**config.mk**
```make
export PLATFORM = sky130hd
export DESIGN_NAME = arm_instr_encoder
export DESIGN_NICKNAME = d
export VERILOG_FILES = /design/src/rtl/arm_instr_encoder.sv
export SDC_FILE = /design/constraint.sdc
export NUM_CORES = 1
export LEC_CHECK = 0
export BUFFER_PORTS_ARGS = -buffer_cell sky130_fd_sc_hd__buf_4
export CORE_MARGIN = 2
export CORE_UTILIZATION = 24
export CTS_BUF_LIST = sky130_fd_sc_hd__clkbuf_4 sky130_fd_sc_hd__clkbuf_8
export DETAILED_ROUTE_END_ITERATION = 8
export MAX_ROUTING_LAYER = met4
export PLACE_DENSITY_LB_ADDON = 0.25
export SYNTH_ARGS = -nofsm -noshare
export SYNTH_HDL_FRONTEND = slang
export SYNTH_SLANG_ARGS = --single-unit
```
**constraint.sdc**
```tcl
create_clock -name clk -period 2.2 [get_ports clk]
set_input_delay 0.22 -clock clk [delete_from_list [all_inputs] [get_ports clk]]
set_output_delay 0.22 -clock clk [all_outputs]
set_load 0.005 [all_outputs]
```
**src/rtl/arm_instr_encoder.sv**
```systemverilog
// Turns field-level instruction requests into 32-bit ARM words and streams them into
// instruction memory, padding the unused tail with NOPs.
//
// state | meaning
// IDLE  | waiting for start after reset
// LOAD  | accepting requests, one word written per legal beat
// PAD   | writing NOPs until the memory is full
// DONE  | program complete; count/err/full held until next start
module arm_instr_encoder #(
    parameter int ADDR_W = 6
) (
    input  logic              clk,
    input  logic              rst_n,
    input  logic              start,
    input  logic              finish,
    input  logic              in_valid,
    output logic              in_ready,
    input  logic [1:0]        in_kind,
    input  logic [3:0]        in_cond,
    input  logic              in_imm_sel,
    input  logic [1:0]        in_alu_op,
    input  logic              in_s,
    input  logic              in_load,
    input  logic [3:0]        in_rn,
    input  logic [3:0]        in_rd,
    input  logic [3:0]        in_rm,
    input  logic [23:0]       in_imm,
    output logic              mem_we,
    output logic [ADDR_W-1:0] mem_addr,
    output logic [31:0]       mem_wdata,
    output logic [ADDR_W:0]   count,
    output logic              full,
    output logic              done,
    output logic              err
);
    typedef enum logic [1:0] {IDLE, LOAD, PAD, DONE} state_t;

    localparam logic [ADDR_W:0] DEPTH = {1'b1, {ADDR_W{1'b0}}};
    localparam logic [ADDR_W:0] ONE   = {{ADDR_W{1'b0}}, 1'b1};
    localparam logic [31:0]     NOP   = 32'hE280_0000;

    state_t              state_q, state_d;
    logic                mem_we_q, mem_we_d;
    logic [ADDR_W-1:0]   mem_addr_q, mem_addr_d;
    logic [31:0]         mem_wdata_q, mem_wdata_d;
    logic [ADDR_W:0]     count_q, count_d;
    logic                err_q, err_d;
    logic                accept, illegal;
    logic [3:0]          cmd;
    logic [31:0]         enc_word;

    assign full     = (count_q == DEPTH);
    assign in_ready = (state_q == LOAD) && !full;
    assign accept   = in_valid && in_ready;
    assign illegal  = (in_kind == 2'd3) || ((in_kind == 2'd1) && !in_imm_sel);

    always_comb begin
        case (in_alu_op)
            2'b00:   cmd = 4'b0100;
            2'b01:   cmd = 4'b0010;
            2'b10:   cmd = 4'b0000;
            default: cmd = 4'b1100;
        endcase
    end

    always_comb begin
        case (in_kind)
            2'd0:    enc_word = {in_cond, 2'b00, in_imm_sel, cmd, in_s, in_rn, in_rd,
                                 in_imm_sel ? in_imm[11:0] : {8'h00, in_rm}};
            2'd1:    enc_word = {in_cond, 2'b01, 1'b0, 1'b1, 1'b1, 1'b0, 1'b0, in_load,
                                 in_rn, in_rd, in_imm[11:0]};
            default: enc_word = {in_cond, 4'b1010, in_imm};
        endcase
    end

    always_comb begin
        state_d     = state_q;
        mem_we_d    = 1'b0;
        mem_addr_d  = mem_addr_q;
        mem_wdata_d = mem_wdata_q;
        count_d     = count_q;
        err_d       = err_q;
        case (state_q)
            IDLE, DONE: begin
                if (start) begin
                    state_d = LOAD;
                    count_d = '0;
                    err_d   = 1'b0;
                end
            end
            LOAD: begin
                if (accept) begin
                    if (illegal) begin
                        err_d = 1'b1;
                    end else begin
                        mem_we_d    = 1'b1;
                        mem_addr_d  = count_q[ADDR_W-1:0];
                        mem_wdata_d = enc_word;
                        count_d     = count_q + ONE;
                    end
                end
                // Filling the last slot wins over finish: nothing is left to pad.
                if (count_d == DEPTH)
                    state_d = DONE;
                else if (finish)
                    state_d = PAD;
            end
            PAD: begin
                mem_we_d    = 1'b1;
                mem_addr_d  = count_q[ADDR_W-1:0];
                mem_wdata_d = NOP;
                count_d     = count_q + ONE;
                if (count_d == DEPTH)
                    state_d = DONE;
            end
            default: state_d = IDLE;
        endcase
    end

    always_ff @(posedge clk or negedge rst_n) begin
        if (!rst_n) begin
            state_q     <= IDLE;
            mem_we_q    <= 1'b0;
            mem_addr_q  <= '0;
            mem_wdata_q <= '0;
            count_q     <= '0;
            err_q       <= 1'b0;
        end else begin
            state_q     <= state_d;
            mem_we_q    <= mem_we_d;
            mem_addr_q  <= mem_addr_d;
            mem_wdata_q <= mem_wdata_d;
            count_q     <= count_d;
            err_q       <= err_d;
        end
    end

    assign mem_we    = mem_we_q;
    assign mem_addr  = mem_addr_q;
    assign mem_wdata = mem_wdata_q;
    assign count     = count_q;
    assign err       = err_q;
    assign done      = (state_q == DONE);
endmodule
```
==> run metrics <==
f_max 488 MHz; Mean Syn Cell Area 9.98 µm²; CP bufs+invs 1; Worst Path Required 2.44 ns; CP delay by family, top compound AO/OA/AOI/OAI gates; crit start category flip-flop; Commonest cells post-synth 49 x dfrtp_1, 30 x nor2_1, 26 x nand2_1; Initial Utilization 24.8%; post-synth net total 330; CTS tree built; total gr overflow 0; Routed WL 7.76 mm; Die ar. 0.0121 mm²; CP max FO 13; I/O Buffers 101; Hold Crit Start in_imm[9]; Distinct cells, synth 55; xor and xnor area share after synthesis 0.650%; Clock Path Buffers 2; setup_tns 0 ns; Slew @ Worst Pin 0.656 ns; cell taking the most area after synthesis dfrtp_1; WHS Path Cells 2; Worst setup EP type flip-flop; WL per Instance 15.1 µm; number of CTS-inserted buffers 5; initial detailed-routing violation count 243; Post-Syn Instances 270; status completed; CTS sink cnt 49; PnR Total Power 3.91 mW; IO Pins 102; area share of and/or/nand/nor cells after synthesis 17.3%; DP HPWL 5.61 mm; GPL Wtd Cong 0.880; worst reg2reg path startpoint state_q[1]; worst-path cell chain inv_1, ha_1, nand2_1, a21oi_4, and2_4, nor2_1, a2111oi_0, a21o_1; H-Tree Depth 2; Final Setup Violations 0; final worst slack 0.151 ns; post-synthesis async set-or-reset flop share 100%; Vias 2394; area share of the largest cell type after synthesis 45.5%; Hold Path Sink mem_wdata[9]; register bit count reported by yosys 49; vias per inst 4.68; largest family of logic cells by synthesized area compound AO/OA/AOI/OAI gates; mux cell area share after synthesis 4.27%; clk slew on worst S/H paths 0.10 ns; Setup crit start state_q[1]; CP arrival 2.29 ns; Tot GR Track Use 13.5%; Max rail drop VDD 404 µV; # rows 38; Final min period 2.05 ns; sequential area share after synthesis 45.5%; Root Driver clkbuf_8; Layout area overhead 37.9%; # diodes 0; final period utilization 93.1%; vias in the first global route 2420; Most used DFF post-synth dfrtp_1; r2r setup slk 0.15 ns; Slew headroom 56.3%; kind of critical path reg -> reg; max cap viols 0; Nets 431; synthesized area 0.00270 mm²; Synth area leaders dfrtp_1 45%, nor2_1 4.2%, ha_1 3.7%; Worst path slowest cell a2111oi_0; Register-to-Register Path Depth 8; pwr dens 1050 mW/mm²; Hold Fails Final Rpt 0; Routed Antenna Nets 0; Compound-Gate Fraction of Synth Area 22.8%; Core Area 0.0109 mm²; initial antenna violation count 0; Die Y 110 µm; P_leak 1.80 nW; DRC errors left 0; Slew Viols, Final 0; Critical R2R Capture count[3]; later-pin clock latency in the skew report 0.31 ns; synth warn 0; largest net degree at the start of global routing 51; drt pass-1 iters 4; most numerous cell in the Yosys netlist dfrtp_1; CP max stage delay 0.50 ns; unrepaired setup endpoints after global routing false; first-pass GRT wire length 12.5 mm; Post-synth EDFFs 0; post-synthesis adder-cell area fraction 3.71%; fraction of layout cells with a size suffix above 1 38.7%; Max Clock Skew 0.00934 ns; DIE WIDTH 110 µm; min-delay worst type in -> reg; pre-CTS setup slack 0.215 ns
-- layout make-up --
class,count,area [µm²]
fillers,1125,7170
clock buffers,5,68.8
multi-input cells,191,1320
clock inverters,3,26.3
inverters,11,41.3
well taps,140,175
repair buffers,113,863
flip-flops and latches,49,1230
-- through the flow --
step	instances	instance area [µm²]	hold slack [ns]	utilization (%)
3_5_place_dp	503	3610	0.305	33.2
4_1_cts	512	3720	0.120	34.1
6_report	512	3720	0.130	34.1
2_1_floorplan	270	2700	-0.0756	-
3_3_place_gp	503	3610	0.292	33.2
5_1_grt	512	3720	0.106	34.1
-- routing by layer --
metal / global-route usage (%) / vias to the layer above / part of all wire [%] / wire length, µm
met5: - / - / 0 / 0
met1: 18.6 / 1140 / 47 / 3640
li1: - / 1180 / - / -
met4: 2.80 / 0 / 0.46 / 36
met3: 2.70 / 2 / 6.8 / 530
met2: 20.6 / 72 / 46 / 3550
-- state kept, by name, summed over array words and instances, names as in the netlist --
register and cells:
mem_addr 6, mem_wdata 32, state_q 2, count 7
err 1, mem_we 1
-- worst max path at each step --
stage | slack, ns | cells after the start | endpoint
final | 0.15 | 8 | count[3]
after CTS | 0.17 | 8 | count[3]
after floorplan | 0.34 | 7 | state_q[1]
after detailed placement | 0.22 | 8 | count[3]
after global routing | 0.02 | 7 | state_q[1]
after global placement | 0.10 | 8 | count[3]
-- cells in the final DEF, fill, tap and decap left out, types with 6 or more instances in the layout --
| cell type | count |
|---|---|
| a21oi_1 | 13 |
| a221o_1 | 8 |
| a22o_1 | 9 |
| buf_4 | 111 |
| dfrtp_1 | 48 |
| ha_1 | 8 |
| inv_1 | 10 |
| mux2i_1 | 7 |
| nand2_1 | 26 |
| nand3_1 | 6 |
| nor2_1 | 30 |
| o21ai_0 | 13 |
-- logic make-up (layout without fill, tap and decap cells) --
| group | Yosys count | in the layout |
|---|---|---|
| compound gates | 81 | 81 |
| simple gates | 89 | 89 |
| mux | 11 | 11 |
| fa+ha+maj | 8 | 8 |
| buf+inv | 30 | 132 |
| flops | 49 | 49 |
| xor+xnor | 2 | 2 |
-- repair_timing --
| item | CTS | global route |
|---|---|---|
| hold buffers | 1 | 0 |
| hold endpoints to repair | 49 | 0 |
| endpoints found under the setup margin | 0 | 1 |
| buffers inserted | 0 | 0 |
| gates resized for setup | 0 | 1 |
-- report_power, final --
group          internal (mW)  switching, mW
Combinational          0.960          0.984
Clock                  0.232          0.339
Sequential              1.21          0.190
Total                   2.40           1.51
No activity file was read; power rests on OpenSTA's default activity.
